**src/rtl/mem_arbiter_pkg.sv**
```systemverilog
`default_nettype none
// ============================================================================
// Module   : mem_arb_pkg
// Purpose  : Shared types and constants for the two-master memory arbiter.
//            Holds the arbiter state enumeration, the master index constants,
//            the default bus widths and the write-enable level.
// Revision : 1.0 - initial release
// ============================================================================
package mem_arb_pkg;

  // Default bus widths used by the interface and the arbiter top.
  localparam int BUS_ADDR_W = 32;
  localparam int BUS_DATA_W = 32;

  // Level of m1_we_i that denotes a store.
  localparam logic WRITE_ENABLE = 1'b1;

  // Master indices as seen by the tie-break logic and the last-grant register.
  localparam logic M0 = 1'b0;
  localparam logic M1 = 1'b1;

  typedef enum logic [1:0] {
    IDLE = 2'd0,
    GNT0 = 2'd1,
    GNT1 = 2'd2
  } state_t;

endpackage : mem_arb_pkg
`default_nettype wire

```
**src/rtl/mem_arbiter_if.sv**
```systemverilog
`default_nettype none
// ============================================================================
// Module   : mem_arbiter_if
// Purpose  : Bundles the two requester ports and the RAM port of the memory
//            arbiter.
//   m0_*  : instruction-fetch read port (req, addr -> ack, rdata)
//   m1_*  : load/store port (req, we, addr, wdata -> ack, rdata)
//   ram_* : single-port RAM (we, addr, wdata -> combinational rdata)
// Modports:
//   slave  : the arbiter side
//   master : the requester / RAM-model side
// Revision : 1.0 - initial release
// ============================================================================
interface mem_arbiter_if
  import mem_arb_pkg::*;
#(
  parameter int ADDR_W = BUS_ADDR_W,
  parameter int DATA_W = BUS_DATA_W
) ();

  logic              m0_req_i;
  logic [ADDR_W-1:0] m0_addr_i;
  logic              m0_ack_o;
  logic [DATA_W-1:0] m0_rdata_o;

  logic              m1_req_i;
  logic              m1_we_i;
  logic [ADDR_W-1:0] m1_addr_i;
  logic [DATA_W-1:0] m1_wdata_i;
  logic              m1_ack_o;
  logic [DATA_W-1:0] m1_rdata_o;

  logic              ram_we_o;
  logic [ADDR_W-1:0] ram_addr_o;
  logic [DATA_W-1:0] ram_wdata_o;
  logic [DATA_W-1:0] ram_rdata_i;

  modport slave (
    input  m0_req_i, m0_addr_i,
    input  m1_req_i, m1_we_i, m1_addr_i, m1_wdata_i,
    input  ram_rdata_i,
    output m0_ack_o, m0_rdata_o,
    output m1_ack_o, m1_rdata_o,
    output ram_we_o, ram_addr_o, ram_wdata_o
  );

  modport master (
    output m0_req_i, m0_addr_i,
    output m1_req_i, m1_we_i, m1_addr_i, m1_wdata_i,
    output ram_rdata_i,
    input  m0_ack_o, m0_rdata_o,
    input  m1_ack_o, m1_rdata_o,
    input  ram_we_o, ram_addr_o, ram_wdata_o
  );

endinterface : mem_arbiter_if
`default_nettype wire

```
**src/rtl/mem_arbiter_arb_pick.sv**
```systemverilog
`default_nettype none
// ============================================================================
// Module   : arb_pick
// Purpose  : Combinational winner selection between the two masters.
//   i_elig0, i_elig1 : master eligible this cycle
//   i_last_grant     : master granted most recently (M0/M1)
//   o_winner         : index of the winning master (M0/M1); only meaningful
//                      when at least one master is eligible
// Build option: MEM_ARB_ROUND_ROBIN_EN
//   defined   - ties go to the master that was not granted last
//   undefined - ties always go to m1; i_last_grant is ignored
// Revision : 1.0 - initial release
// ============================================================================
module arb_pick
  import mem_arb_pkg::*;
(
  input  logic i_elig0,
  input  logic i_elig1,
  input  logic i_last_grant,
  output logic o_winner
);

`ifndef MEM_ARB_ROUND_ROBIN_EN
  // Fixed priority has no use for history; keep the port for a uniform shape.
  logic w_unused_last_grant;
  assign w_unused_last_grant = i_last_grant;
`endif

  always_comb begin
    o_winner = M0;
    if (i_elig0 && i_elig1) begin
`ifdef MEM_ARB_ROUND_ROBIN_EN
      o_winner = (i_last_grant == M0) ? M1 : M0;
`else
      o_winner = M1;
`endif
    end else if (i_elig1) begin
      o_winner = M1;
    end else begin
      o_winner = M0;
    end
  end

endmodule : arb_pick
`default_nettype wire

```
**src/rtl/mem_arbiter.sv**
```systemverilog
`default_nettype none
// ============================================================================
// Module   : mem_arbiter
// Purpose  : Arbitrates an instruction-fetch master (m0) and a load/store
//            master (m1) onto one single-port RAM with combinational read.
//            Each transfer is IDLE -> GNTk -> IDLE; read data is captured at
//            the end of GNTk and acked in the following cycle.
// Ports:
//   clk  : clock, rising edge
//   rst  : synchronous active-high reset
//   bus  : mem_arbiter_if.slave (m0_*, m1_*, ram_* signals)
// Build option: MEM_ARB_ROUND_ROBIN_EN
//   defined   - round-robin tie-break with a last-grant register
//   undefined - m1 wins every tie, no last-grant register
// Revision : 1.0 - initial release
// ============================================================================
module mem_arbiter
  import mem_arb_pkg::*;
#(
  parameter int ADDR_W = BUS_ADDR_W,
  parameter int DATA_W = BUS_DATA_W
) (
  input  logic          clk,
  input  logic          rst,
  mem_arbiter_if.slave  bus
);

  state_t            r_state;
  logic              r_m0_ack;
  logic              r_m1_ack;
  logic [DATA_W-1:0] r_m0_rdata;
  logic [DATA_W-1:0] r_m1_rdata;

  logic              w_elig0;
  logic              w_elig1;
  logic              w_last_grant;
  logic              w_winner;
  logic [ADDR_W-1:0] w_ram_addr;

  // A master whose ack is showing this cycle has just been served; keeping it
  // out of arbitration stops a held request from being serviced twice.
  assign w_elig0 = bus.m0_req_i && !r_m0_ack;
  assign w_elig1 = bus.m1_req_i && !r_m1_ack;

`ifdef MEM_ARB_ROUND_ROBIN_EN
  logic r_last_grant;
  assign w_last_grant = r_last_grant;
`else
  assign w_last_grant = M0;
`endif

  arb_pick u_arb_pick (
    .i_elig0      (w_elig0),
    .i_elig1      (w_elig1),
    .i_last_grant (w_last_grant),
    .o_winner     (w_winner)
  );

  always_ff @(posedge clk) begin
    if (rst) begin
      r_state    <= IDLE;
      r_m0_ack   <= 1'b0;
      r_m1_ack   <= 1'b0;
      r_m0_rdata <= '0;
      r_m1_rdata <= '0;
`ifdef MEM_ARB_ROUND_ROBIN_EN
      r_last_grant <= M0;
`endif
    end else begin
      case (r_state)
        IDLE: begin
          r_m0_ack <= 1'b0;
          r_m1_ack <= 1'b0;
          if (w_elig0 || w_elig1) begin
            r_state <= (w_winner == M1) ? GNT1 : GNT0;
          end
        end
        // A granted transfer always completes, whether or not req is still up.
        GNT0: begin
          r_m0_rdata <= bus.ram_rdata_i;
          r_m0_ack   <= 1'b1;
          r_m1_ack   <= 1'b0;
          r_state    <= IDLE;
`ifdef MEM_ARB_ROUND_ROBIN_EN
          r_last_grant <= M0;
`endif
        end
        GNT1: begin
          // For a store this captures the word as it was before the write.
          r_m1_rdata <= bus.ram_rdata_i;
          r_m1_ack   <= 1'b1;
          r_m0_ack   <= 1'b0;
          r_state    <= IDLE;
`ifdef MEM_ARB_ROUND_ROBIN_EN
          r_last_grant <= M1;
`endif
        end
        default: begin
          r_m0_ack <= 1'b0;
          r_m1_ack <= 1'b0;
          r_state  <= IDLE;
        end
      endcase
    end
  end

  // Word-aligned address of the granted master; zero while idle.
  always_comb begin
    w_ram_addr = '0;
    case (r_state)
      GNT0:    w_ram_addr = bus.m0_addr_i;
      GNT1:    w_ram_addr = bus.m1_addr_i;
      default: w_ram_addr = '0;
    endcase
    w_ram_addr[1:0] = 2'b00;
  end

  // rst is folded in combinationally so a reset landing in GNT1 never writes.
  assign bus.ram_we_o    = (r_state == GNT1) && (bus.m1_we_i == WRITE_ENABLE) && !rst;
  assign bus.ram_addr_o  = w_ram_addr;
  assign bus.ram_wdata_o = bus.m1_wdata_i;

  assign bus.m0_ack_o   = r_m0_ack;
  assign bus.m1_ack_o   = r_m1_ack;
  assign bus.m0_rdata_o = r_m0_rdata;
  assign bus.m1_rdata_o = r_m1_rdata;

endmodule : mem_arbiter
`default_nettype wire

```
**src/flat_wrapper.sv**
```systemverilog
// flat-port wrapper written by rule: the top's interface ports become plain ports
module mem_arbiter_flat import mem_arb_pkg::*;
#(
  parameter int ADDR_W = BUS_ADDR_W,
  parameter int DATA_W = BUS_DATA_W
)
  (clk, rst, bus_m0_req_i, bus_m0_addr_i, bus_m1_req_i, bus_m1_we_i, bus_m1_addr_i, bus_m1_wdata_i, bus_ram_rdata_i, bus_m0_ack_o, bus_m0_rdata_o, bus_m1_ack_o, bus_m1_rdata_o, bus_ram_we_o, bus_ram_addr_o, bus_ram_wdata_o);
  mem_arbiter_if #(.ADDR_W(ADDR_W), .DATA_W(DATA_W)) bus_i ();
  input  logic clk;
  input  logic rst;
  input wire logic [$bits(bus_i.m0_req_i)-1:0] bus_m0_req_i;
  input wire logic [$bits(bus_i.m0_addr_i)-1:0] bus_m0_addr_i;
  input wire logic [$bits(bus_i.m1_req_i)-1:0] bus_m1_req_i;
  input wire logic [$bits(bus_i.m1_we_i)-1:0] bus_m1_we_i;
  input wire logic [$bits(bus_i.m1_addr_i)-1:0] bus_m1_addr_i;
  input wire logic [$bits(bus_i.m1_wdata_i)-1:0] bus_m1_wdata_i;
  input wire logic [$bits(bus_i.ram_rdata_i)-1:0] bus_ram_rdata_i;
  output wire logic [$bits(bus_i.m0_ack_o)-1:0] bus_m0_ack_o;
  output wire logic [$bits(bus_i.m0_rdata_o)-1:0] bus_m0_rdata_o;
  output wire logic [$bits(bus_i.m1_ack_o)-1:0] bus_m1_ack_o;
  output wire logic [$bits(bus_i.m1_rdata_o)-1:0] bus_m1_rdata_o;
  output wire logic [$bits(bus_i.ram_we_o)-1:0] bus_ram_we_o;
  output wire logic [$bits(bus_i.ram_addr_o)-1:0] bus_ram_addr_o;
  output wire logic [$bits(bus_i.ram_wdata_o)-1:0] bus_ram_wdata_o;
  assign bus_i.m0_req_i = bus_m0_req_i;
  assign bus_i.m0_addr_i = bus_m0_addr_i;
  assign bus_i.m1_req_i = bus_m1_req_i;
  assign bus_i.m1_we_i = bus_m1_we_i;
  assign bus_i.m1_addr_i = bus_m1_addr_i;
  assign bus_i.m1_wdata_i = bus_m1_wdata_i;
  assign bus_i.ram_rdata_i = bus_ram_rdata_i;
  assign bus_m0_ack_o = bus_i.m0_ack_o;
  assign bus_m0_rdata_o = bus_i.m0_rdata_o;
  assign bus_m1_ack_o = bus_i.m1_ack_o;
  assign bus_m1_rdata_o = bus_i.m1_rdata_o;
  assign bus_ram_we_o = bus_i.ram_we_o;
  assign bus_ram_addr_o = bus_i.ram_addr_o;
  assign bus_ram_wdata_o = bus_i.ram_wdata_o;
  mem_arbiter #(.ADDR_W(ADDR_W), .DATA_W(DATA_W)) u_core (.clk(clk), .rst(rst), .bus(bus_i));
endmodule
```
**config.mk**
```make
export PLATFORM = sky130hd
export DESIGN_NAME = mem_arbiter_flat
export DESIGN_NICKNAME = d
export VERILOG_FILES = /design/src/rtl/mem_arbiter_pkg.sv /design/src/rtl/mem_arbiter_if.sv /design/src/rtl/mem_arbiter_arb_pick.sv /design/src/rtl/mem_arbiter.sv /design/src/flat_wrapper.sv
export SDC_FILE = /design/constraint.sdc
export NUM_CORES = 1
export LEC_CHECK = 0
export ABC_AREA = 1
export ABC_CLOCK_PERIOD_IN_PS = 3600
export CORE_AREA = 2 2 101 103
export DETAILED_ROUTE_END_ITERATION = 12
export DIE_AREA = 0 0 103 105
export PLACE_DENSITY = 0.9
export SKIP_LAST_GASP = 1
export SYNTH_ARGS = -nofsm -noshare
export SYNTH_HDL_FRONTEND = slang
export SYNTH_SLANG_ARGS = --single-unit
```
**constraint.sdc**
```tcl
create_clock -name clk -period 3.6 [get_ports clk]
set_input_delay 0.72 -clock clk [delete_from_list [all_inputs] [get_ports clk]]
set_output_delay 0.72 -clock clk [all_outputs]
set_load 0.03 [all_outputs]
```
==> metrics, run 1 <==
Post-DP Area 0.004808 sq mm; P per Cell Area 411.5 mW/mm^2; Cell Area, Synth 0.003137 sq mm; Worst Slack Setup Final 0.3807 ns; DR vias/cell 4.577; met3 usage 5.819%; post-synthesis mux area share 0%; # port buffers 193; IR drop worst, VDD 0.2102 mV; Area growth syn-to-layout 59.95%; WHS 0.4919 ns; worst skew pair latency 0.34 ns; fin area 0.005017 sq mm; number of buffers created by CTS 9; Synth cell types 16; global route overflow 0; routed vias 3,309; vias in the first global route 3,189; Data arrival, critical path 2.50 ns; fin util 52.05%; Max-slew headroom 41.01%; crit-path max FO 35; drt pass-1 iters 4; post-route setup TNS 0 ns; clk sinks 68; fmax 310.6 MHz; area share of fa/ha/maj cells after synthesis 1.596%; cts repair resizes 0; post-synthesis xor/xnor area fraction 0%; Pins Over Slew Limit 0; R2R cell count 6; max-cap violation count 0; # placed instances 707; Max Buffers Root-to-Sink 2; routing usage on met2 29.78%; M1 GR Usage 21.81%; CTS tree done; largest net degree at the start of global routing 67; Layout Cells excl Fill 723; CTS root buf clkbuf_8; post-route clock period utilization 89.42%; first-pass GRT wire length 15.54 mm; total leakage power 1.946 nW; syn_area_per_cell 7.145 sq um; overall global routing resource usage 17.97%; diode count 0; final worst path period need 3.219 ns; io pins 264; Starting Density 32.54%; H-tree depth 3; most used routing layer met2; Seq cells post-synth 68; Hold Path Stages 2; WP data required 2.88 ns; area fraction in compound gates after synthesis 15.32%; Post-Synth Simple-Gate Area 23.73%; dpl hpwl 7.265 mm; Die H 105 um; clock transition at the registers of the reported paths 0.08 ns; worst slack, placed 0.6837 ns; sequential fraction of the synthesis area 43.40%; endpoint type of the worst setup path output pin; Setup Skew 0.007782 ns; initial antenna violation count 0; final hold violations 0; gpl congestion 0.7306; DR iter-0 viols 184; Mapped Cells 439; Slew @ Worst Pin 0.8835 ns; Die Area 0.01082 sq mm; status finished clean; final WL 10.05 mm; synth warn 0; post-CTS setup buffers 0; worst min path class register to register; nets 722; Site Rows 36; Final ANT Viol Nets 0; RSZ-0062 raised after global routing false; Floorplan Core Area 0.009639 sq mm; # DRC 0; Die W 103 um; routed len/inst 13.90 um; Worst Setup Path Type register to output pin; Setup violations, final 0; fraction of final layout cells with drive strength greater than 1 4.068%; CTS Hold Bufs 0; main combinational cell family by area after synthesis simple AND/OR/NAND/NOR gates; post-layout power 2.065 mW; startpoint types register
sequential cells by signal, summed over array words and instances, names as in the netlist:
register / flops
u_core.bus.m0_rdata_o: 32
u_core.bus.m1_rdata_o: 32
u_core.r_state: 2
u_core.bus.m0_ack_o: 1
u_core.bus.m1_ack_o: 1
layout by cell type, fill, tap and decap left out, types with 3 or more instances in the layout:
master	netlist	final
clkdlybuf4s50_1	0	193
a21oi_1	32	32
inv_1	6	6
o21ai_0	57	57
nor2_1	132	132
o21ai_1	7	7
inv_2	3	3
dfxtp_1	68	68
ha_1	4	3
clkbuf_8	0	10
nand2_1	65	65
buf_4	39	4
kinds of logic after synthesis:
group | count (synthesis)
AO/OA/AOI/OAI | 96
other | 1
flip-flops | 68
adder cells (fa/ha/maj) | 4
buffers and inverters | 72
AND/OR/NAND/NOR | 198
per-layer routing:
layer	part of all wire (%)	routed length, um
met5	0	0
met4	1.7	175
met3	6.9	693
met2	50	5036
met1	41	4142
worst max-delay path: stages (launching register included):
cell and delay, ns:
dfxtp_1 0.35, inv_1 0.10, ha_2 0.59, nand2_1 0.12, a21oi_1 0.29, clkdlybuf4s50_1 0.73
layout make-up:
type / count / area (sq um)
Clock buffer: 10 / 137.6
Clock inverter: 6 / 71.32
Fill cell: 920 / 4622
Inverter: 9 / 33.78
Multi-Input combinational cell: 300 / 1285
Sequential cell: 68 / 1361
Tap cell: 133 / 166.4
Timing Repair Buffer: 197 / 1962
synthesized netlist by cell type:
cell type  count  area, sq um
ha_1           4        50.05
nand3_1        1        5.000
nor2_1       132        495.5
dfxtp_1       68         1361
o21ai_0       57        285.3
conb_1         1        3.750
a21oi_1       32        160.2
o21ai_1        7        35.03
nand2_1       65        244.0
inv_2          3        11.26
buf_6          9        101.4
clkbuf_2       2        10.01
buf_4         39        292.8
clkbuf_1       5        18.77
buf_2          8        40.04
inv_1          6        22.52
report_power, final:
part | leakage, nW | switching, mW | internal [mW]
Clock | 0.0995 | 0.312 | 0.345
Sequential | 0.556 | 0.0293 | 0.811
Combinational | 1.29 | 0.316 | 0.251
final timing paths:
path / from / endpoint / slack, ns
setup / recovery: u_core.r_state[1]$_SDFFE_PP0P_ / bus_ram_addr_o[3] / 0.38
hold / removal: u_core.bus.m0_rdata_o[1]$_SDFFE_PP0N_ / u_core.bus.m0_rdata_o[1]$_SDFFE_PP0N_ / 0.49
setup reg to reg: u_core.r_state[1]$_SDFFE_PP0P_ / u_core.bus.m0_rdata_o[6]$_SDFFE_PP0N_ / 1.42
hold reg to reg: u_core.bus.m0_rdata_o[1]$_SDFFE_PP0N_ / u_core.bus.m0_rdata_o[1]$_SDFFE_PP0N_ / 0.49
Note: power is estimated with default switching activity, not from simulation.
==> run 2: changes to the inputs <==
- ABC_CLOCK_PERIOD_IN_PS: 3600 -> 3800
- clock period: 3.6 -> 3.8 ns (I/O delays scaled with it)
==> run 2 against run 1 <==
  * Final cell count fell by 0.28%
  * Highest routed layer unchanged
  * Hold slack gained 0.0018 ns
  * First-iteration DRC count grew 1.1%
==> metrics, run 2 (synthesis results as in run 1) <==
overall global routing resource usage 18.35%; dpl hpwl 7.327 mm; DR vias/cell 4.634; most common cell after layout, fill and taps aside clkdlybuf4s50_1; WHS 0.4937 ns; # DRC 0; crit-path max FO 30; max-cap violation count 0; nets 721; io pins 264; register area 0.001361 sq mm; cts repair resizes 0; initial antenna violation count 0; footprint of the multi-input gates 0.001285 sq mm; final hold violations 0; drt pass-1 iters 4; post-CTS setup buffers 0; CTS Hold Bufs 0; Area growth syn-to-layout 59.83%; Site Rows 36; worst min path class register to register; CTS root buf clkbuf_8; Floorplan Core Area 0.009639 sq mm; startpoint types register; r2r endpoint u_core.bus.m0_rdata_o[6]$_SDFFE_PP0N_; Reg2Reg Launch Point u_core.r_state[1]$_SDFFE_PP0P_; Setup Skew 0.006760 ns; clk sinks 68; final worst path period need 3.340 ns; vias in the first global route 3,221; gpl congestion 0.7308; Setup violations, final 0; DR iter-0 viols 186; CTS tree done; post-route setup TNS 0 ns; Starting Density 32.54%; Die Area 0.01082 sq mm; RSZ-0062 raised after global routing false; status finished clean; routed len/inst 14.23 um; Max Buffers Root-to-Sink 2; Slew @ Worst Pin 0.9045 ns; reg2reg setup slack 1.60 ns; Pins Over Slew Limit 0; Hold Path Stages 2; Max-slew headroom 39.63%; Min-Delay Startpoint u_core.bus.m0_rdata_o[23]$_SDFFE_PP0N_; number of buffers created by CTS 9; hold path endpoint u_core.bus.m0_rdata_o[23]$_SDFFE_PP0N_; IR drop worst, VDD 0.1775 mV; P per Cell Area 395.6 mW/mm^2; Die H 105 um; R2R cell count 6; H-tree depth 3; first-pass GRT wire length 15.70 mm; Worst Setup Path Type register to output pin; Final ANT Viol Nets 0; endpoint type of the worst setup path output pin; Data arrival, critical path 2.58 ns; final WL 10.26 mm; total leakage power 1.944 nW; most frequent cells in the layout 193 x clkdlybuf4s50_1, 132 x nor2_1, 68 x dfxtp_1; clock transition at the registers of the reported paths 0.08 ns; largest net degree at the start of global routing 67; diode count 0; fmax 299.4 MHz; routed vias 3,341; post-route clock period utilization 87.90%; Die W 103 um; worst skew pair latency 0.34 ns; fraction of final layout cells with drive strength greater than 1 3.741%; global route overflow 0; WP data required 3.04 ns; # port buffers 193; Fill cells 943
[run 2: cell count changes in the layout (fill, tap and decap cells not counted)]
cell,change
buf_4,-1
bufinv_16,+1
clkbuf_8,-1
clkinv_2,+1
clkinv_4,-1
inv_6,-1
[run 2: where the power goes]
| part | switching, mW | internal [mW] | leakage (nW) |
|---|---|---|---|
| clock network | 0.283 | 0.367 | 0.102 |
| logic | 0.300 | 0.236 | 1.29 |
| registers | 0.0287 | 0.769 | 0.556 |
[run 2: final cells by class]
class	count	area share, %
sequential	68	27.15
clock buffer	9	2.471
timing repair buffer	196	38.98
clock inverter	6	1.772
inverter	9	0.6738
tap	133	3.319
multi-input combinational	300	25.63
[run 2: how the worst max path moves through the flow]
stage                     depth (start not counted)  slack (ns)            endpoint                           start
final                                             5        0.46   bus_ram_addr_o[3]  u_core.r_state[0]$_SDFFE_PP0P_
after global routing                              5        0.30  bus_ram_addr_o[19]  u_core.r_state[0]$_SDFFE_PP0P_
after CTS                                         5        0.45   bus_ram_addr_o[3]  u_core.r_state[0]$_SDFFE_PP0P_
after detailed placement                          4        0.78   bus_ram_addr_o[3]                bus_m1_addr_i[3]
after global placement                            4        0.79   bus_ram_addr_o[3]                bus_m0_addr_i[3]
after floorplan                                   5        1.64  bus_ram_addr_o[10]  u_core.r_state[1]$_SDFFE_PP0P_
[run 2: per-stage QoR]
step / power [mW] / setup WS, ns / instances / instance area, sq um / util, %
floorplan: 1.154 / 1.644 / 440 / 3141 / -
global placement: 1.335 / 0.7855 / 706 / 4801 / 49.81
detailed placement: 1.349 / 0.7806 / 706 / 4801 / 49.81
CTS: 2.007 / 0.4453 / 721 / 5014 / 52.01
global route: 2.077 / 0.3028 / 721 / 5014 / 52.01
finish: 1.984 / 0.4597 / 721 / 5014 / 52.01
[run 2: critical path: stages, from the launching register on]
cell and delay (ns):
dfxtp_1 0.37, inv_1 0.09, ha_1 0.29, inv_1 0.66
a21oi_1 0.17, clkdlybuf4s50_1 0.66
[run 2: routing by layer]
layer	vias up	wire [um]	track usage [%]
met5	-	0	0
met4	0	161	5.357
met3	24	895	6.355
met2	151	5072	31.08
met1	1527	4130	21.60
li1	1639	-	-
